## src/rtl/or_reduce_pipe_pkg.sv

```systemverilog
// Shared sizing helpers and types for the pipelined OR-reduction tree.
// All stage geometry is derived here so the top and its stages stay in agreement.
package or_reduce_pipe_pkg;

  typedef enum logic [1:0] {
    STK_HOLD,
    STK_CLEAR,
    STK_LOAD,
    STK_ACCUM
  } sticky_op_e;

  function automatic int clog2(input int value);
    int r;
    r = 0;
    while ((1 << r) < value) r++;
    return r;
  endfunction

  // A one-bit input still needs one register stage.
  function automatic int num_st(input int width, input int lps);
    int d;
    d = clog2(width);
    return (d == 0) ? 1 : (d + lps - 1) / lps;
  endfunction

  // The last stage absorbs whatever levels remain, which may be fewer than lps.
  function automatic int st_levels(input int width, input int lps, input int k);
    int rem;
    rem = clog2(width) - k * lps;
    if (rem < 0) rem = 0;
    if (rem > lps) rem = lps;
    return rem;
  endfunction

  function automatic int st_in_w(input int width, input int lps, input int k);
    return (1 << clog2(width)) >> (k * lps);
  endfunction

  // Bit offset of stage k's input inside the flattened inter-stage data chain.
  function automatic int chain_off(input int width, input int lps, input int k);
    int off;
    off = 0;
    for (int i = 0; i < k; i++) off += st_in_w(width, lps, i);
    return off;
  endfunction

endpackage

```

## src/rtl/or_reduce_stage.sv

```systemverilog
// One pipeline stage: LEVELS of pairwise OR followed by a data/valid register.
// IN_W is always a power of two, so every level halves the vector exactly.
module or_reduce_stage #(
  parameter int IN_W   = 4,
  parameter int LEVELS = 2
) (
  input  logic                         clk,
  input  logic                         rst_n,
  input  logic                         in_valid,
  input  logic [IN_W-1:0]              in_data,
  input  logic                         next_adv,
  output logic                         adv,
  output logic                         out_valid,
  output logic [(IN_W>>LEVELS)-1:0]    out_data
);

  localparam int OUT_W = IN_W >> LEVELS;
  // Every level is packed end to end: level l starts at 2*IN_W - 2*(IN_W >> l).
  localparam int TOT_W = 2 * IN_W - OUT_W;

  wire [TOT_W-1:0] tree;
  logic            valid_reg;
  logic [OUT_W-1:0] data_reg;

  assign tree[IN_W-1:0] = in_data;

  genvar gi, gj;
  generate
    for (gi = 1; gi <= LEVELS; gi++) begin : g_lvl
      localparam int SRC = 2 * IN_W - 2 * (IN_W >> (gi - 1));
      localparam int DST = 2 * IN_W - 2 * (IN_W >> gi);
      for (gj = 0; gj < (IN_W >> gi); gj++) begin : g_node
        assign tree[DST+gj] = tree[SRC+2*gj] | tree[SRC+2*gj+1];
      end
    end
  endgenerate

  assign adv = ~valid_reg | next_adv;

  // Bubbles advance as valid=0 but leave the last result in place.
  always_ff @(posedge clk or negedge rst_n) begin
    if (!rst_n) begin
      valid_reg <= 1'b0;
      data_reg  <= '0;
    end else if (adv) begin
      valid_reg <= in_valid;
      if (in_valid) data_reg <= tree[TOT_W-1 -: OUT_W];
    end
  end

  assign out_valid = valid_reg;
  assign out_data  = data_reg;

endmodule

```

## src/rtl/or_reduce_pipe.sv

```systemverilog
// Pipelined OR-reduction of a WIDTH-bit vector with valid/ready handshake
// and a sticky any-set flag accumulated over delivered results.
module or_reduce_pipe
  import or_reduce_pipe_pkg::*;
#(
  parameter int WIDTH      = 32,
  parameter int LVL_PER_ST = 2
) (
  input  logic             clk,
  input  logic             rst_n,
  input  logic             in_valid,
  output logic             in_ready,
  input  logic [WIDTH-1:0] in_data,
  output logic             out_valid,
  input  logic             out_ready,
  output logic             out_any,
  output logic             out_zero,
  output logic             sticky,
  input  logic             sticky_clr
);

  localparam int PAD_W   = 1 << clog2(WIDTH);
  localparam int NUM_ST  = num_st(WIDTH, LVL_PER_ST);
  localparam int CHAIN_W = chain_off(WIDTH, LVL_PER_ST, NUM_ST) + 1;

  // chain holds each stage's input slice back to back; the final bit is the result.
  wire [CHAIN_W-1:0] chain;
  wire [NUM_ST:0]    st_valid;
  wire [NUM_ST:0]    st_adv;

  logic       deliver;
  logic       sticky_reg;
  sticky_op_e sticky_op;

  assign chain[PAD_W-1:0] = PAD_W'(in_data);
  assign st_valid[0]      = in_valid;
  assign st_adv[NUM_ST]   = out_ready;

  genvar gi;
  generate
    for (gi = 0; gi < NUM_ST; gi++) begin : g_st
      localparam int IW   = st_in_w(WIDTH, LVL_PER_ST, gi);
      localparam int LV   = st_levels(WIDTH, LVL_PER_ST, gi);
      localparam int OW   = IW >> LV;
      localparam int IOFF = chain_off(WIDTH, LVL_PER_ST, gi);
      localparam int OOFF = IOFF + IW;

      or_reduce_stage #(
        .IN_W   (IW),
        .LEVELS (LV)
      ) u_stage (
        .clk       (clk),
        .rst_n     (rst_n),
        .in_valid  (st_valid[gi]),
        .in_data   (chain[IOFF +: IW]),
        .next_adv  (st_adv[gi+1]),
        .adv       (st_adv[gi]),
        .out_valid (st_valid[gi+1]),
        .out_data  (chain[OOFF +: OW])
      );
    end
  endgenerate

  assign in_ready  = st_adv[0];
  assign out_valid = st_valid[NUM_ST];
  assign out_any   = chain[CHAIN_W-1];
  assign out_zero  = ~out_any;
  assign deliver   = out_valid & out_ready;

  // A beat delivered on the clearing edge survives the clear.
  always_comb begin
    sticky_op = STK_HOLD;
    if (sticky_clr && deliver) sticky_op = STK_LOAD;
    else if (sticky_clr)       sticky_op = STK_CLEAR;
    else if (deliver)          sticky_op = STK_ACCUM;
  end

  always_ff @(posedge clk or negedge rst_n) begin
    if (!rst_n) begin
      sticky_reg <= 1'b0;
    end else begin
      case (sticky_op)
        STK_CLEAR: sticky_reg <= 1'b0;
        STK_LOAD:  sticky_reg <= out_any;
        STK_ACCUM: sticky_reg <= sticky_reg | out_any;
        default:   sticky_reg <= sticky_reg;
      endcase
    end
  end

  assign sticky = sticky_reg;

endmodule

```

## config.mk

```make
export PLATFORM = sky130hd
export DESIGN_NAME = or_reduce_pipe
export DESIGN_NICKNAME = d
export VERILOG_FILES = /design/src/rtl/or_reduce_pipe_pkg.sv /design/src/rtl/or_reduce_stage.sv /design/src/rtl/or_reduce_pipe.sv
export SDC_FILE = /design/constraint.sdc
export NUM_CORES = 1
export LEC_CHECK = 0
export CAP_MARGIN = 20
export CORE_MARGIN = 4
export CORE_UTILIZATION = 31
export DETAILED_ROUTE_END_ITERATION = 8
export PLACE_DENSITY = 0.81
export SLEW_MARGIN = 30
export SYNTH_ARGS = -nofsm -noshare
export SYNTH_HDL_FRONTEND = slang
export SYNTH_SLANG_ARGS = --single-unit
```

## constraint.sdc

```tcl
create_clock -name clk -period 1.4 [get_ports clk]
set_clock_uncertainty 0.15 [all_clocks]
set_input_delay 0.28 -clock clk [delete_from_list [all_inputs] [get_ports clk]]
set_output_delay 0.28 -clock clk [all_outputs]
set_load 0.01 [all_outputs]
```

==> impl_metrics.json <==
{
  "yosysWarnings": 0,
  "critPathCapture": "g_st[1].u_stage.out_data[0]",
  "fin_tns_setup_ns": -0.0224,
  "grt_start_max_net_pins": 18,
  "cts_num_sinks": 15,
  "p_leak_nw": 0.469,
  "h-tree-depth": 1,
  "fmax_mhz": 709,
  "arrival_ns": 1.44,
  "die_x_um": 53.7,
  "violations": "negative setup slack",
  "core_mm2": 0.00198,
  "num_io_pins": 42,
  "synthCells": 60,
  "yosysUniqueCellTypes": 16,
  "yosysTopAreaCellShare_pct": 58.0,
  "synth_top_family_by_area": "compound AO/OA/AOI/OAI gates",
  "power_density_mw_per_mm2": 771,
  "final-max-slew-violation-count": 0,
  "reg2reg_to": "g_st[1].u_stage.out_data[0]",
  "fp-row-count": 16,
  "via_count": 696,
  "end_kind": "flop",
  "port-buffer-count": 41,
  "diodes": 0,
  "synth_compound_area_share_pct": 18.4,
  "fin_cells": 142,
  "overflow": 0,
  "avgRoutedWirePerCell_um": 11.4,
  "start_util_pct": 32.6,
  "cap_violations": 0,
  "grt_use_total_pct": 11.8,
  "layout_commonest_cell": "clkdlybuf4s50_1",
  "worstPathRequired_ns": 1.43,
  "cts_root_buf": "clkbuf_4",
  "r2r_start": "g_st[0].u_stage.out_data[3]",
  "min_period_ns": 1.41,
  "final_cell_mix": "clkdlybuf4s50_1 (35), dfrtp_1 (15), buf_4 (12)",
  "drc": 0,
  "cts_tree": "done",
  "drive_gt1_share_pct": 20.0,
  "synthTopCellsByArea": "dfrtp_1 (58%), a31oi_1 (8.7%), nor4_1 (7.7%), a21oi_1 (7.0%), mux2_2 (3.5%)",
  "clockBufferDepth": 2,
  "multi_input_area_um2": 259,
  "drtIter0Drc": 6,
  "path_max_fanout": 2,
  "clock_insertion_delay_worst_skew_ns": 0.28,
  "grt_pass1_vias": 622,
  "status": "complete, but fails checks",
  "hold_viol": 0,
  "regToRegSetupSlack_ns": -0.01,
  "rsz0062_at_grt": "true",
  "cp-startpoint": "g_st[0].u_stage.out_data[3]",
  "worstSetupPathType": "flop to flop",
  "antenna_found_initial": 0,
  "seqCellArea_um2": 375,
  "via_per_inst": 4.90,
  "tightestPinTransition_ns": 0.243,
  "synth-seq-cells": 15,
  "design_area_mm2": 0.00122,
  "setup_violations": 3,
  "synth_area_per_cell_um2": 10.8,
  "hold_class": "input pin to async pin",
  "post_synth_instance_area_um2": 647,
  "ys_seq_area_share_pct": 58.0,
  "vdd_drop_max_mv": 0.384,
  "drt_pass1_iterations": 2,
  "postPlaceCellArea_mm2": 0.00115,
  "synth_simple_gate_area_share_pct": 16.2,
  "largest_reg_flops": 11,
  "clk_pin_slew_ns": 0.08,
  "die_h_um": 53.7,
  "ff2ff_path_depth": 2,
  "grt_pass1_wl_um": 2450,
  "finalCritPeriodShare_pct": 101,
  "synth-xor-area-share_pct": 0,
  "layout_setup_ws_ns": -0.0111,
  "place.gp.congestion": 0.684,
  "cts_buffers": 3,
  "relSlewSlack_pct": 83.6,
  "yosys.area.top_type": "dfrtp_1",
  "final_nets": 153,
  "startpoint_type": "flop",
  "dp_hpwl_um": 1300,
  "synthToLayoutAreaGrowth_pct": 88.0,
  "antenna_left": 0,
  "finalCoreUtilization_pct": 61.4,
  "dp.cells": 133,
  "die_area_mm2": 0.00288,
  "wirelength_um": 1610,
  "synth.net_count": 97,
  "synth_fa_ha_area_share_pct": 0,
  "muxShareOfSynthArea_pct": 3.48,
  "fill_cells": 176
}
## power by group
part / total (W) / internal, W / leakage (nW) / switching, W
combinational: 0.000220 / 0.000147 / 0.312 / 0.0000733
clock: 0.000246 / 0.000111 / 0.0150 / 0.000136
sequential: 0.000470 / 0.000455 / 0.142 / 0.0000158
## worst min path at each step
| stage | start | end | slack (ns) | depth (start not counted) |
|---|---|---|---|---|
| 4_1_cts | rst_n | g_st[1].u_stage.out_data[1] | 0.15 | 2 |
| 3_3_place_gp | g_st[1].u_stage.out_data[0] | g_st[1].u_stage.out_data[0] | 0.34 | 1 |
| 3_5_place_dp | g_st[1].u_stage.out_data[0] | g_st[1].u_stage.out_data[0] | 0.35 | 1 |
| 2_1_floorplan | rst_n | g_st[0].u_stage.out_data[0] | -0.17 | 0 |
| 5_1_grt | rst_n | g_st[0].u_stage.out_data[6] | 0.16 | 2 |
| 6_report | rst_n | g_st[0].u_stage.out_data[1] | 0.15 | 2 |
## metal layers
metal	up-vias	global-route usage, %	wire [um]
met2	34	20.2	750
met1	316	13.1	631
met5	-	0	0
met4	0	6.38	34
met3	3	3.32	197
li1	343	-	-
## Yosys cell counts
| cell type | count |
|---|---|
| nand2b_1 | 2 |
| inv_1 | 3 |
| buf_1 | 1 |
| mux2_2 | 2 |
| a21oi_1 | 9 |
| a31oi_1 | 9 |
| nand2_1 | 1 |
| o21bai_1 | 1 |
| buf_2 | 2 |
| nand4b_2 | 1 |
| nand3_1 | 1 |
| nor2_1 | 1 |
| dfrtp_1 | 15 |
| nor4_1 | 8 |
| or4_1 | 2 |
| o21ai_0 | 2 |
## per-stage QoR
| step | total power [W] | hold WS, ns | setup WS, ns |
|---|---|---|---|
| 4_1_cts | 0.000940 | 0.154 | -0.0276 |
| 6_report | 0.000937 | 0.154 | -0.0111 |
| 3_5_place_dp | 0.000690 | 0.346 | -0.513 |
| 5_1_grt | 0.000983 | 0.159 | -0.0536 |
| 3_3_place_gp | 0.000684 | 0.339 | -0.510 |
| 2_1_floorplan | 0.000529 | -0.166 | 0.0264 |
## worst max-delay path, stage by stage, from the launching register on
cell and delay, ns:
dfrtp_1 0.38, or4_1 0.51, mux2_2 0.27
## area by class of cell
class / count / share of cell area, %
tap: 27 / 2.78
clock buffer: 4 / 2.16
sequential: 15 / 30.9
timing repair buffer: 54 / 42.0
inverter: 3 / 0.926
multi-input combinational: 39 / 21.3
## logic make-up after synthesis
kind of cell	Yosys count
buffers and inverters	6
DFF	15
muxes	2
AOI/OAI and AO/OA	21
and+or+nand+nor	16
## timing repair
item	CTS	global route
pin swaps	1	1
endpoints found under the hold margin	0	0
gates resized for setup	15	4
endpoints found under the setup margin	8	6
hold buffers	0	0
buffers inserted	1	4
No activity file was read; power rests on OpenSTA's default activity.
